## src/rtl/audio_pkg.sv

```systemverilog
// audio_pkg: clip table, clip index type and player state encoding
// shared by the audio clip player files.
package audio_pkg;

    typedef logic [1:0] clip_t;

    typedef enum logic [1:0] {IDLE, PRIME, WAIT_TICK, EMIT} state_t;

    // Inclusive start/end addresses of the four clips packed in the sample ROM
    localparam logic [31:0] CLIP_START [4] = '{32'd0, 32'd16396, 32'd66983, 32'd83255};
    localparam logic [31:0] CLIP_END   [4] = '{32'd16395, 32'd66982, 32'd83254, 32'd137138};

endpackage

```

## src/rtl/audio_tick_gen.sv

```systemverilog
// audio_tick_gen: sample-rate divider, counts 0..DIV-1 and pulses tick on
// the last count; clr holds it at zero.
module audio_tick_gen #(
    parameter int DIV = 1200
)(
    input  logic clk,
    input  logic rst,
    input  logic clr,
    output logic tick
);
    localparam int W = $clog2(DIV);

    logic [W-1:0] cnt;

    assign tick = cnt == W'(DIV - 1);

    always_ff @(posedge clk or posedge rst)
        if (rst)
            cnt <= '0;
        else if (clr || tick)
            cnt <= '0;
        else
            cnt <= cnt + W'(1);
endmodule

```

## src/rtl/audio_clip_player.sv

```systemverilog
// audio_clip_player: walks one ROM clip at the sample rate and feeds the
// Audio_Controller write port. Define AUDIO_PLAYER_UNDERRUN_EN for underrun_cnt.
module audio_clip_player
    import audio_pkg::*;
#(
    parameter int ADDR_W   = 18,
    parameter int SAMPLE_W = 6,
    parameter int TICK_DIV = 1200,
    parameter int ROM_LAT  = 2
)(
    input  logic                CLOCK_50,
    input  logic                reset,
    input  logic                play_req,
    input  logic [1:0]          clip_sel,
    input  logic                loop_en,
    input  logic                stop_req,
    output logic [ADDR_W-1:0]   rom_addr,
    input  logic [SAMPLE_W-1:0] rom_q,
    input  logic                audio_out_allowed,
    output logic                write_audio_out,
    output logic [31:0]         left_channel_audio_out,
    output logic                busy,
    output logic                clip_done
`ifdef AUDIO_PLAYER_UNDERRUN_EN
    ,
    output logic [15:0]         underrun_cnt
`endif
);
    state_t state, nxt;
    logic [ADDR_W-1:0] start_a, end_a;
    logic [SAMPLE_W-1:0] sample;
    logic [31:0] last;
    logic [1:0] pcnt;
    logic tick, tick_clr, fire, at_end, restart;

    assign tick_clr = state == IDLE || play_req;
    assign at_end   = rom_addr == end_a;
    assign restart  = play_req && !stop_req;

    audio_tick_gen #(.DIV(TICK_DIV)) u_tick (
        .clk (CLOCK_50),
        .rst (reset),
        .clr (tick_clr),
        .tick(tick)
    );

    always_ff @(posedge CLOCK_50 or posedge reset)
        if (reset)
            state <= IDLE;
        else
            state <= nxt;

    // A restart or stop in EMIT suppresses the strobe so nothing half-issued leaks out
    always_comb begin
        fire = state == EMIT && audio_out_allowed && !play_req && !stop_req;
        nxt = stop_req ? IDLE :
              play_req ? PRIME :
              state == PRIME ? (pcnt == 2'(ROM_LAT) ? WAIT_TICK : PRIME) :
              state == WAIT_TICK ? (tick ? EMIT : WAIT_TICK) :
              fire ? (at_end && !loop_en ? IDLE : PRIME) : state;
        write_audio_out = fire;
        clip_done = fire && at_end && !loop_en;
        busy = state != IDLE;
        left_channel_audio_out = fire ? {sample, {(32 - SAMPLE_W){1'b0}}} : last;
    end

    // rom_q is captured once ROM_LAT cycles have fully elapsed after the address moved
    always_ff @(posedge CLOCK_50 or posedge reset)
        if (reset) begin
            rom_addr <= '0;
            start_a  <= '0;
            end_a    <= '0;
            sample   <= '0;
            last     <= '0;
            pcnt     <= '0;
        end else begin
            pcnt <= (state == PRIME && nxt == PRIME && !play_req) ? pcnt + 2'd1 : 2'd0;
            if (state == PRIME && nxt == WAIT_TICK)
                sample <= rom_q;
            if (fire)
                last <= {sample, {(32 - SAMPLE_W){1'b0}}};
            if (restart) begin
                start_a  <= ADDR_W'(CLIP_START[clip_sel]);
                end_a    <= ADDR_W'(CLIP_END[clip_sel]);
                rom_addr <= ADDR_W'(CLIP_START[clip_sel]);
            end else if (fire && !at_end)
                rom_addr <= rom_addr + ADDR_W'(1);
            else if (fire && loop_en)
                rom_addr <= start_a;
        end

`ifdef AUDIO_PLAYER_UNDERRUN_EN
    always_ff @(posedge CLOCK_50 or posedge reset)
        if (reset)
            underrun_cnt <= '0;
        else if (play_req)
            underrun_cnt <= '0;
        else if (state == EMIT && tick && underrun_cnt != 16'hFFFF)
            underrun_cnt <= underrun_cnt + 16'd1;
`endif
endmodule
```

## config.mk

```make
export PLATFORM = sky130hd
export DESIGN_NAME = audio_clip_player
export DESIGN_NICKNAME = d
export VERILOG_FILES = /design/src/rtl/audio_pkg.sv /design/src/rtl/audio_tick_gen.sv /design/src/rtl/audio_clip_player.sv
export SDC_FILE = /design/constraint.sdc
export NUM_CORES = 1
export LEC_CHECK = 0
export BUFFER_PORTS_ARGS = -buffer_cell sky130_fd_sc_hd__buf_2
export CAP_MARGIN = 20
export CORE_MARGIN = 2
export CORE_UTILIZATION = 60
export CTS_CLUSTER_DIAMETER = 120
export DETAILED_ROUTE_END_ITERATION = 7
export PLACE_DENSITY = 0.83
export SYNTH_ARGS = -nofsm -noshare
export SYNTH_HDL_FRONTEND = slang
export SYNTH_HIERARCHICAL = 1
export SYNTH_SLANG_ARGS = --single-unit
```

## constraint.sdc

```tcl
create_clock -name CLOCK_50 -period 6.6 [get_ports CLOCK_50]
set_input_delay 0.33 -clock CLOCK_50 [delete_from_list [all_inputs] [get_ports CLOCK_50]]
set_output_delay 0.33 -clock CLOCK_50 [all_outputs]
set_load 0.03 [all_outputs]
```

# ---- Word-level counts from Yosys, hierarchy flattened
# Cells that the tools add are included.
dict set report classes {
  add_sub_neg 3
  multipliers 0
  div 0
  magnitude_cmp 1
  eq_ne 8
  shift 0
  muxes 20
  n_bitwise 1
  n_reduce_logical 21
}
# operator count
set ops {}
lappend ops {{binary-select mux 32 bit (select 2 bit)} 2}
lappend ops {{two-way mux 18 bit} 7}
lappend ops {{two-way mux 32 bit} 1}
lappend ops {{adder 18 x 1 -> 18 bit, second input constant} 1}
lappend ops {{equality test 18 bit} 1}
lappend ops {{two-way mux 2 bit} 7}
lappend ops {{logical AND 1 bit} 12}
lappend ops {{adder 11 x 1 -> 11 bit, second input constant} 1}
lappend ops {{equality test 11 bit, second input constant} 1}
lappend ops {{two-way mux 11 bit} 1}
lappend ops {{equality test 2 bit, second input constant} 4}
lappend ops {{equality test 2 x 1 -> 1 bit, second input constant} 2}
lappend ops {{zero test 1 bit} 4}
lappend ops {{>= comparator 3 bit, second input constant} 1}
lappend ops {{NOT 2 -> 3 bit} 1}
lappend ops {{nonzero test 3 bit} 1}
lappend ops {{adder 2 x 1 -> 2 bit, second input constant} 1}
lappend ops {{zero test 2 bit} 1}
lappend ops {{logical OR 1 bit} 2}
lappend ops {{two-way mux 1 bit} 2}
lappend ops {{nonzero test 2 bit} 1}
dict set report totals {
  ff_bits 107
  latchBits 0
  mem_bits_rw 0
  romBits 0
  out_inout_bits 53
  wordCells 62
  mem_count 0
}

# ---- Longest topological paths before layout
# Gate-level depths: netlist of run 1.
dict set report depth {
  word_depth 13
  depth_mapped 8
  ltp_nobuf 7
}

# ---- By module
# Netlist of run 1, hierarchy kept.
# module instances cells_per_inst area_each_um2 seq_area_each_um2
set by_module_without_submodules {}
lappend by_module_without_submodules {audio_clip_player 1 314 3236.9 1751.7}
lappend by_module_without_submodules {audio_tick_gen 1 57 558.0 275.3}

# ---- Least setup slack after synthesis of run 1
# OpenSTA, ideal clock, no wires.
dict set report synth_timing {
  path_type {flip-flop to output port}
  start {reg rom_addr[5]}
  end {out clip_done}
  t_arrival_ns 2.424
  t_required_ns 6.270
  slack_ns 3.846
  path_stages_with_launch 6
  cell_sequence {dfrtp_1 buf_6 or4_1 a222oi_1 nand3_1 nor3_1}
}
dict set report synth_between {
  elab_chain_cells 3
}
# element line_no
set synth_lines {}
lappend synth_lines {{start, declared} audio_clip_player.sv:17} ;# output logic [ADDR_W-1:0] rom_addr,
lappend synth_lines {{start signal, assigned} audio_clip_player.sv:85} ;# rom_addr <= ADDR_W'(CLIP_START[clip_sel]);
lappend synth_lines {{start signal, assigned} audio_clip_player.sv:87} ;# rom_addr <= rom_addr + ADDR_W'(1);
lappend synth_lines {{start signal, assigned} audio_clip_player.sv:89} ;# rom_addr <= start_a;
lappend synth_lines {{equality test 18 bit} audio_clip_player.sv:37} ;# assign at_end = rom_addr == end_a;
lappend synth_lines {{logical AND 1 bit (2 in a row)} audio_clip_player.sv:62} ;# clip_done = fire && at_end && !loop_en;
lappend synth_lines {{end, declared} audio_clip_player.sv:23} ;# output logic clip_done
# No other way between the ends.

# ---- Worst setup path in the final report of run 1
# Ends and elaborated chain as after synthesis.

==> run_results.csv, run 1 <==
group,metric,value,unit
critical_path,crit_path_end_kind,"primary output",
timing,worst_clock_skew,0.0101,ns
global_route,grt_max_degree,71,
cts,post_cts_buffers,0,
logic_synthesis,synth_edf_count,0,
logic_synthesis,synthesis.nets,393,
detailed_routing,via_count,2950,
cts,holdBufCountCts,1,
run_status,status,"finished clean",
critical_path,required,6.27,ns
critical_path,r2r-start,"rom_addr[5]$_DFFE_PP0P_",
cts,cts_root_buf,"clkbuf_8",
layout,insertedDiodeCount,0,
run,max-cap-violations,0,
detailed_routing,drt_pre_antenna_iters,5,
critical_path,path_cells,"or4_1 > a222oi_1 > nand3_1 > nor3_1 > buf_2",
logic_synthesis,synth_xor_area_frac,0.0300,
floorplan,fp.dieH,83.5,µm
timing,fmax,0.353,GHz
logic_synthesis,synth_fa_ha_area_frac,0.0264,
timing,tightest_slew,1.06,ns
floorplan,core-area,0.00603,mm²
cts,clock_latency,0.35,ns
global_route,grt_pass1_wl,13.7,mm
global_route,use_met3,0.0366,
timing,hold_viol_final,0,
logic_synthesis,synth.top_cells.by_area,"dfrtp_1, nand2_1, and2_1",
detailed_routing,wirelength,8.01,mm
critical_path,startpoint,"rom_addr[5]$_DFFE_PP0P_",
cts,numCtsBuffers,9,
global_route,grt_usage,0.246,
global_route,gr-total-overflow,0,
logic_synthesis,synth_top_cell_area_share,0.534,
layout,fin_nets,458,
detailed_routing,avgViaCountPerCell,5.72,
timing,finalCritPeriodShare,0.429,
floorplan,start_util,0.630,
critical_path,cp.arrival,2.50,ns
logic_synthesis,synth_mux_area_frac,0.0415,
logic_synthesis,synth_warnings,6,
logic_synthesis,synth-compound-area-share,0.0811,
critical_path,ff2ff_setup_slack,3.82,ns
placement,dpl_cell_area,0.00414,mm²
global_route,use_met1,0.340,
logic_synthesis,syn-instance-count,371,
layout,final_layout_size_suffix_gt1_frac,0.231,
placement,dp_hpwl,5.54,mm
layout,fillers,458,
detailed_routing,wire_per_inst,15.5,µm
logic_synthesis,synth-simple-area-share,0.246,
layout,syn_to_final_growth,14.1,%
logic_synthesis,synth_area,0.00379,mm²
logic_synthesis,synth_top_area_cell,"dfrtp_1",
timing,period_minus_slack,2.83,ns
layout,final_cell_mix,"dfrtp_1, buf_2, nand2_1",
detailed_routing,ant_nets,0,
cts,htreeDepth,3,
global_route,antenna_found_initial,0,
cts,clock_sinks,81,
global_route,gr-max-usage-layer,"met2",
critical_path,r2r-end,"rom_addr[14]$_DFFE_PP0P_",
layout,final_cell_area,0.00433,mm²
logic_synthesis,yosysUniqueCellTypes,51,
logic_synthesis,synth-async-reset-ratio,1.00,
logic_synthesis,synthFlopType,"dfrtp_1",
critical_path,worstRegToRegCells,5,
timing,fin_ws,3.77,ns
pwr,leakage,0.00224,µW
layout,final_common_cell,"dfrtp_1",
floorplan,boundaryPins,67,
floorplan,die_area,0.00698,mm²
timing,slew_headroom,0.292,
timing,setup_tns,0,ns
worst_hold_path,hold_class,"in2reg",
cts,ctsResizeCount,0,
timing,holdWs,0.203,ns
floorplan,die_w,83.5,µm
critical_path,cp_slowest_cell,"or4_1",
global_route,grt_pass1_vias,2847,
pwr,peakVddDrop,0.143,mV
placement,pre_cts_ws,3.86,ns
detailed_routing,drtIter0Drc,193,
logic_synthesis,synth_top_family_by_area,"simple AND/OR/NAND/NOR gates",
critical_path,startpoint_type,"register",
placement,globalplace.congestion,0.916,
detailed_routing,drc,0,
critical_path,crit_path_max_fanout,10,
placement,io_buffers,66,
logic_synthesis,synth-seq-area-share,0.534,
critical_path,timing.critical_path.to,"clip_done",
critical_path,cpPeakStageDelay,0.50,ns
pwr,p_per_area,231,mW/mm²
global_route,use_met2,0.389,
timing,setup_viol,0,
cts,clkTransAtPathRegs,0.09,ns
cts,clockBufferDepth,2,
cts,cts_tree,"yes",
logic_synthesis,avgSynthCellArea,10.2,µm²
floorplan,num_rows,28,
critical_path,crit_type,"reg2out",
timing,drv_slew,0,
logic_synthesis,yosys_register_bits,81,
timing,rsz0062_at_grt,"no",
-- worst max-delay path, delay by kind of cell, from the launching register on --
family | cells | cell delay, ns
flip-flops | 1 | 0.49
buffers and inverters | 1 | 0.22
AO/OA/AOI/OAI | 1 | 0.50
AND/OR/NAND/NOR | 3 | 0.95
-- per-stage QoR --
stage,total power [µW],util,cells
after detailed placement,680,0.687,499
after global placement,677,0.687,499
after CTS,1010,0.719,516
final,1000,0.719,516
after global routing,1050,0.719,516
after floorplan,642,-,371
-- logic make-up (layout without fill, tap and decap cells) --
| group | Yosys count | in the layout |
|---|---|---|
| simple gates | 182 | 182 |
| flops | 81 | 81 |
| compound gates | 42 | 42 |
| buf+inv | 30 | 100 |
| mux | 15 | 15 |
| xor+xnor | 13 | 13 |
| fa+ha+maj | 8 | 8 |
-- layer usage --
| layer | share of wire | up-vias |
|---|---|---|
| met1 | 0.45 | 1430 |
| met3 | 0.056 | 13 |
| li1 | - | 1419 |
| met5 | 0 | - |
| met4 | 0.020 | 0 |
| met2 | 0.48 | 88 |
-- synth_stat cells (9+ instances only) --
library cell / n
a21oi_1: 9
xor2_1: 9
and2_1: 27
dfrtp_1: 81
inv_1: 14
nand2_1: 55
nand3_1: 18
nor3_1: 20
nor2_1: 21
clkbuf_1: 9
nand4_1: 9
mux2i_1: 9
-- area by class of cell --
| type | instances | area, µm² | share of cell area |
|---|---|---|---|
| Inverter | 14 | 52.6 | 0.0121 |
| Multi-Input combinational cell | 260 | 1610 | 0.373 |
| Tap cell | 75 | 93.8 | 0.0217 |
| Clock inverter | 5 | 38.8 | 0.00896 |
| Sequential cell | 81 | 2030 | 0.468 |
| Timing Repair Buffer | 70 | 363 | 0.0838 |
| Clock buffer | 11 | 141 | 0.0326 |
-- flip-flops by register name, summed over array words and instances, names as in the netlist --
signal      cells
last           32
rom_addr       18
u_tick/cnt     11
sample          6
start_a         6
end_a           4
pcnt            2
state           2
-- worst min-delay path by stage --
stage,from,to,cells after the start
global placement,reset,u_tick/cnt[8]$_DFF_PP0_,2
global route,rom_q[4],sample[4]$_DFFE_PP0P_,2
detailed placement,reset,u_tick/cnt[8]$_DFF_PP0_,2
finish,rom_q[3],sample[3]$_DFFE_PP0P_,2
floorplan,reset,u_tick/cnt[0]$_DFF_PP0_,1
CTS,rom_q[3],sample[3]$_DFFE_PP0P_,2
-- power breakdown --
| group | switching [µW] | total, µW | internal (µW) |
|---|---|---|---|
| registers | 33.2 | 549 | 516 |
| clock network | 179 | 328 | 149 |
| logic | 79.7 | 122 | 42.5 |
| total | 292 | 1000 | 708 |
No activity file was read; power rests on OpenSTA's default activity.
==> inputs of run 2 (changes only) <==
--- a/config.mk
+++ b/config.mk
@@ -8,10 +8,10 @@
 export BUFFER_PORTS_ARGS = -buffer_cell sky130_fd_sc_hd__buf_2
 export CAP_MARGIN = 20
 export CORE_MARGIN = 2
-export CORE_UTILIZATION = 60
+export CORE_UTILIZATION = 56
 export CTS_CLUSTER_DIAMETER = 120
 export DETAILED_ROUTE_END_ITERATION = 7
-export PLACE_DENSITY = 0.83
+export PLACE_DENSITY = 0.78
 export SYNTH_ARGS = -nofsm -noshare
 export SYNTH_HDL_FRONTEND = slang
 export SYNTH_HIERARCHICAL = 1
==> constraint.sdc (replaced) <==
create_clock -name CLOCK_50 -period 2.8 [get_ports CLOCK_50]
set_input_delay 0.14 -clock CLOCK_50 [delete_from_list [all_inputs] [get_ports CLOCK_50]]
set_output_delay 0.14 -clock CLOCK_50 [all_outputs]
set_load 0.03 [all_outputs]
==> run 2 against run 1 <==
  * Via count hardly changed
  * Setup slack got worse by 3.6 ns
  * Clock power increased to 2.7 times the previous value
  * Worst hold slack got worse by 0.19 ns
  * Clock skew up 0.0047 ns
  * Sequential power rose by 130%
  * Register-to-register slack worse by 3.4 ns
  * Total power rose to 2.5 times the previous value
  * Routed wire length hardly changed
  * Sequential share of layout area decreased by 1.1 points
  * Flip-flop and latch count unchanged
  * Combinational power rose to 2.7 times the previous value
  * Highest routed layer unchanged
==> run_results.csv, run 2 (synthesis results as in run 1) <==
group,metric,value,unit
global_route,grt_usage,0.224,
layout,reg.largest.list,"last (32), rom_addr (18), u_tick/cnt (11)",
critical_path,crit_path_end_kind,"primary output",
cts,numCtsBuffers,9,
floorplan,fp.dieH,86.3,µm
cts,post_cts_buffers,0,
floorplan,core-area,0.00668,mm²
placement,pre_cts_ws,0.402,ns
timing,fin_ws,0.219,ns
placement,dp_hpwl,5.65,mm
global_route,antenna_found_initial,0,
floorplan,boundaryPins,67,
critical_path,required,2.66,ns
placement,dpl_cell_area,0.00422,mm²
timing,worst_clock_skew,0.0148,ns
timing,period_minus_slack,2.58,ns
floorplan,die_w,86.3,µm
detailed_routing,drc,0,
cts,cts_tree,"yes",
run_status,status,"finished clean",
layout,final_cell_area,0.00444,mm²
global_route,grt_pass1_vias,2772,
pwr,leakage,0.00229,µW
critical_path,cpPeakStageDelay,0.53,ns
timing,hold_viol_final,0,
timing,finalCritPeriodShare,0.922,
timing,drv_slew,0,
detailed_routing,avgViaCountPerCell,5.58,
cts,cts_root_buf,"clkbuf_8",
critical_path,startpoint_type,"register",
cts,clockBufferDepth,2,
worst_hold_path,hold_class,"in2reg",
layout,syn_to_final_growth,16.9,%
cts,htreeDepth,3,
floorplan,die_area,0.00745,mm²
timing,holdWs,0.0105,ns
timing,rsz0062_at_grt,"no",
layout,final_cell_mix,"dfrtp_1, buf_2, nand2_1",
placement,io_buffers,66,
timing,setup_tns,0,ns
critical_path,crit_type,"reg2out",
timing,fmax,0.387,GHz
critical_path,crit_buf_inv,1,
detailed_routing,drt_pre_antenna_iters,5,
timing,slew_headroom,0.599,
floorplan,start_util,0.568,
timing,tightest_slew,0.597,ns
critical_path,cp_slowest_cell,"or4_1",
floorplan,num_rows,30,
pwr,peakVddDrop,0.469,mV
placement,globalplace.congestion,0.877,
cts,clock_latency,0.35,ns
layout,fin_nets,466,
pwr,p_per_area,565,mW/mm²
global_route,grt_max_degree,60,
layout,largest_reg_flops,32,
critical_path,critical_path.top_delay_family,"simple AND/OR/NAND/NOR gates",
cts,clock_sinks,81,
layout,regMostFlops,"last",
cts,clkTransAtPathRegs,0.09,ns
layout,final_common_cell,"dfrtp_1",
global_route,grt_pass1_wl,13.1,mm
detailed_routing,wirelength,8.01,mm
critical_path,crit_path_max_fanout,3,
detailed_routing,drtIter0Drc,227,
detailed_routing,via_count,2951,
detailed_routing,wire_per_inst,15.1,µm
layout,final_layout_size_suffix_gt1_frac,0.247,
critical_path,ff2ff_setup_slack,0.38,ns
critical_path,cp.arrival,2.44,ns
run,max-cap-violations,0,
critical_path,path_cells,"or4_1 > a222oi_1 > nand3_1 > nor3_1 > buf_2",
timing,setup_viol,0,
global_route,gr-total-overflow,0,
layout,insertedDiodeCount,0,
detailed_routing,ant_nets,0,
layout,fillers,541,
[run 2: cell count changes in the layout (fill, tap and decap cells not counted)]
| cell | before | now |
|---|---|---|
| inv_8 | 0 | 1 |
| buf_12 | 0 | 1 |
| clkbuf_8 | 10 | 9 |
| clkbuf_1 | 1 | 0 |
| clkinv_4 | 2 | 0 |
| buf_4 | 3 | 10 |
| clkinv_2 | 1 | 0 |
| inv_6 | 1 | 4 |
| bufinv_16 | 0 | 1 |
[run 2: layer usage]
layer | part of all wire | wire length [µm] | track usage | vias up
li1 | - | - | - | 1441
met1 | 0.44 | 3530 | 0.305 | 1393
met2 | 0.47 | 3800 | 0.348 | 99
met3 | 0.067 | 536 | 0.0457 | 18
met4 | 0.018 | 147 | 0.105 | 0
met5 | 0 | 0 | 0 | -
[run 2: area by class of cell]
type                            count  area [µm²]  area share
Multi-Input combinational cell    260        1610       0.364
Tap cell                           80         100      0.0226
Timing Repair Buffer               78         435      0.0981
Clock inverter                      7        83.8      0.0189
Sequential cell                    81        2030       0.457
Clock buffer                        9         124      0.0279
Inverter                           14        52.6      0.0118
[run 2: path summary, 6_finish.rpt]
check / depth (start not counted) / start / end
worst max-delay path: 5 / start_a[2]$_DFFE_PP0P_ / clip_done
worst min register to register: 1 / pcnt[0]$_DFF_PP0_ / pcnt[0]$_DFF_PP0_
worst max register to register: 6 / start_a[2]$_DFFE_PP0P_ / rom_addr[6]$_DFFE_PP0P_
min in group asynchronous: 3 / reset / rom_addr[15]$_DFFE_PP0P_
worst min-delay path: 2 / rom_q[1] / sample[1]$_DFFE_PP0P_
max in group asynchronous: 4 / reset / last[10]$_DFF_PP0_
[run 2: stage by stage]
stage               total power (µW)  instances   util
finish                          2500        529  0.664
global route                    2610        529  0.664
CTS                             2520        529  0.664
detailed placement              1630        512  0.631
global placement                1620        512  0.631
floorplan                       1510        371      -
[run 2: power by group]
| group | internal, µW | switching, µW |
|---|---|---|
| combinational | 115 | 212 |
| sequential | 1220 | 60.3 |
| clock | 431 | 469 |
[run 2: worst register-to-register path, cell delays in order (launching register included)]
cell	delay (ns)
dfrtp_1	0.41
or4_1	0.53
a222oi_1	0.50
a31oi_2	0.16
buf_4	0.22
and3_1	0.18
a311o_1	0.31
[run 2: timing repair]
action                                  CTS  global route
endpoints found under the setup margin    0             0
endpoints found under the hold margin    22             0
hold buffers                              1             0
resized for setup                         0             0
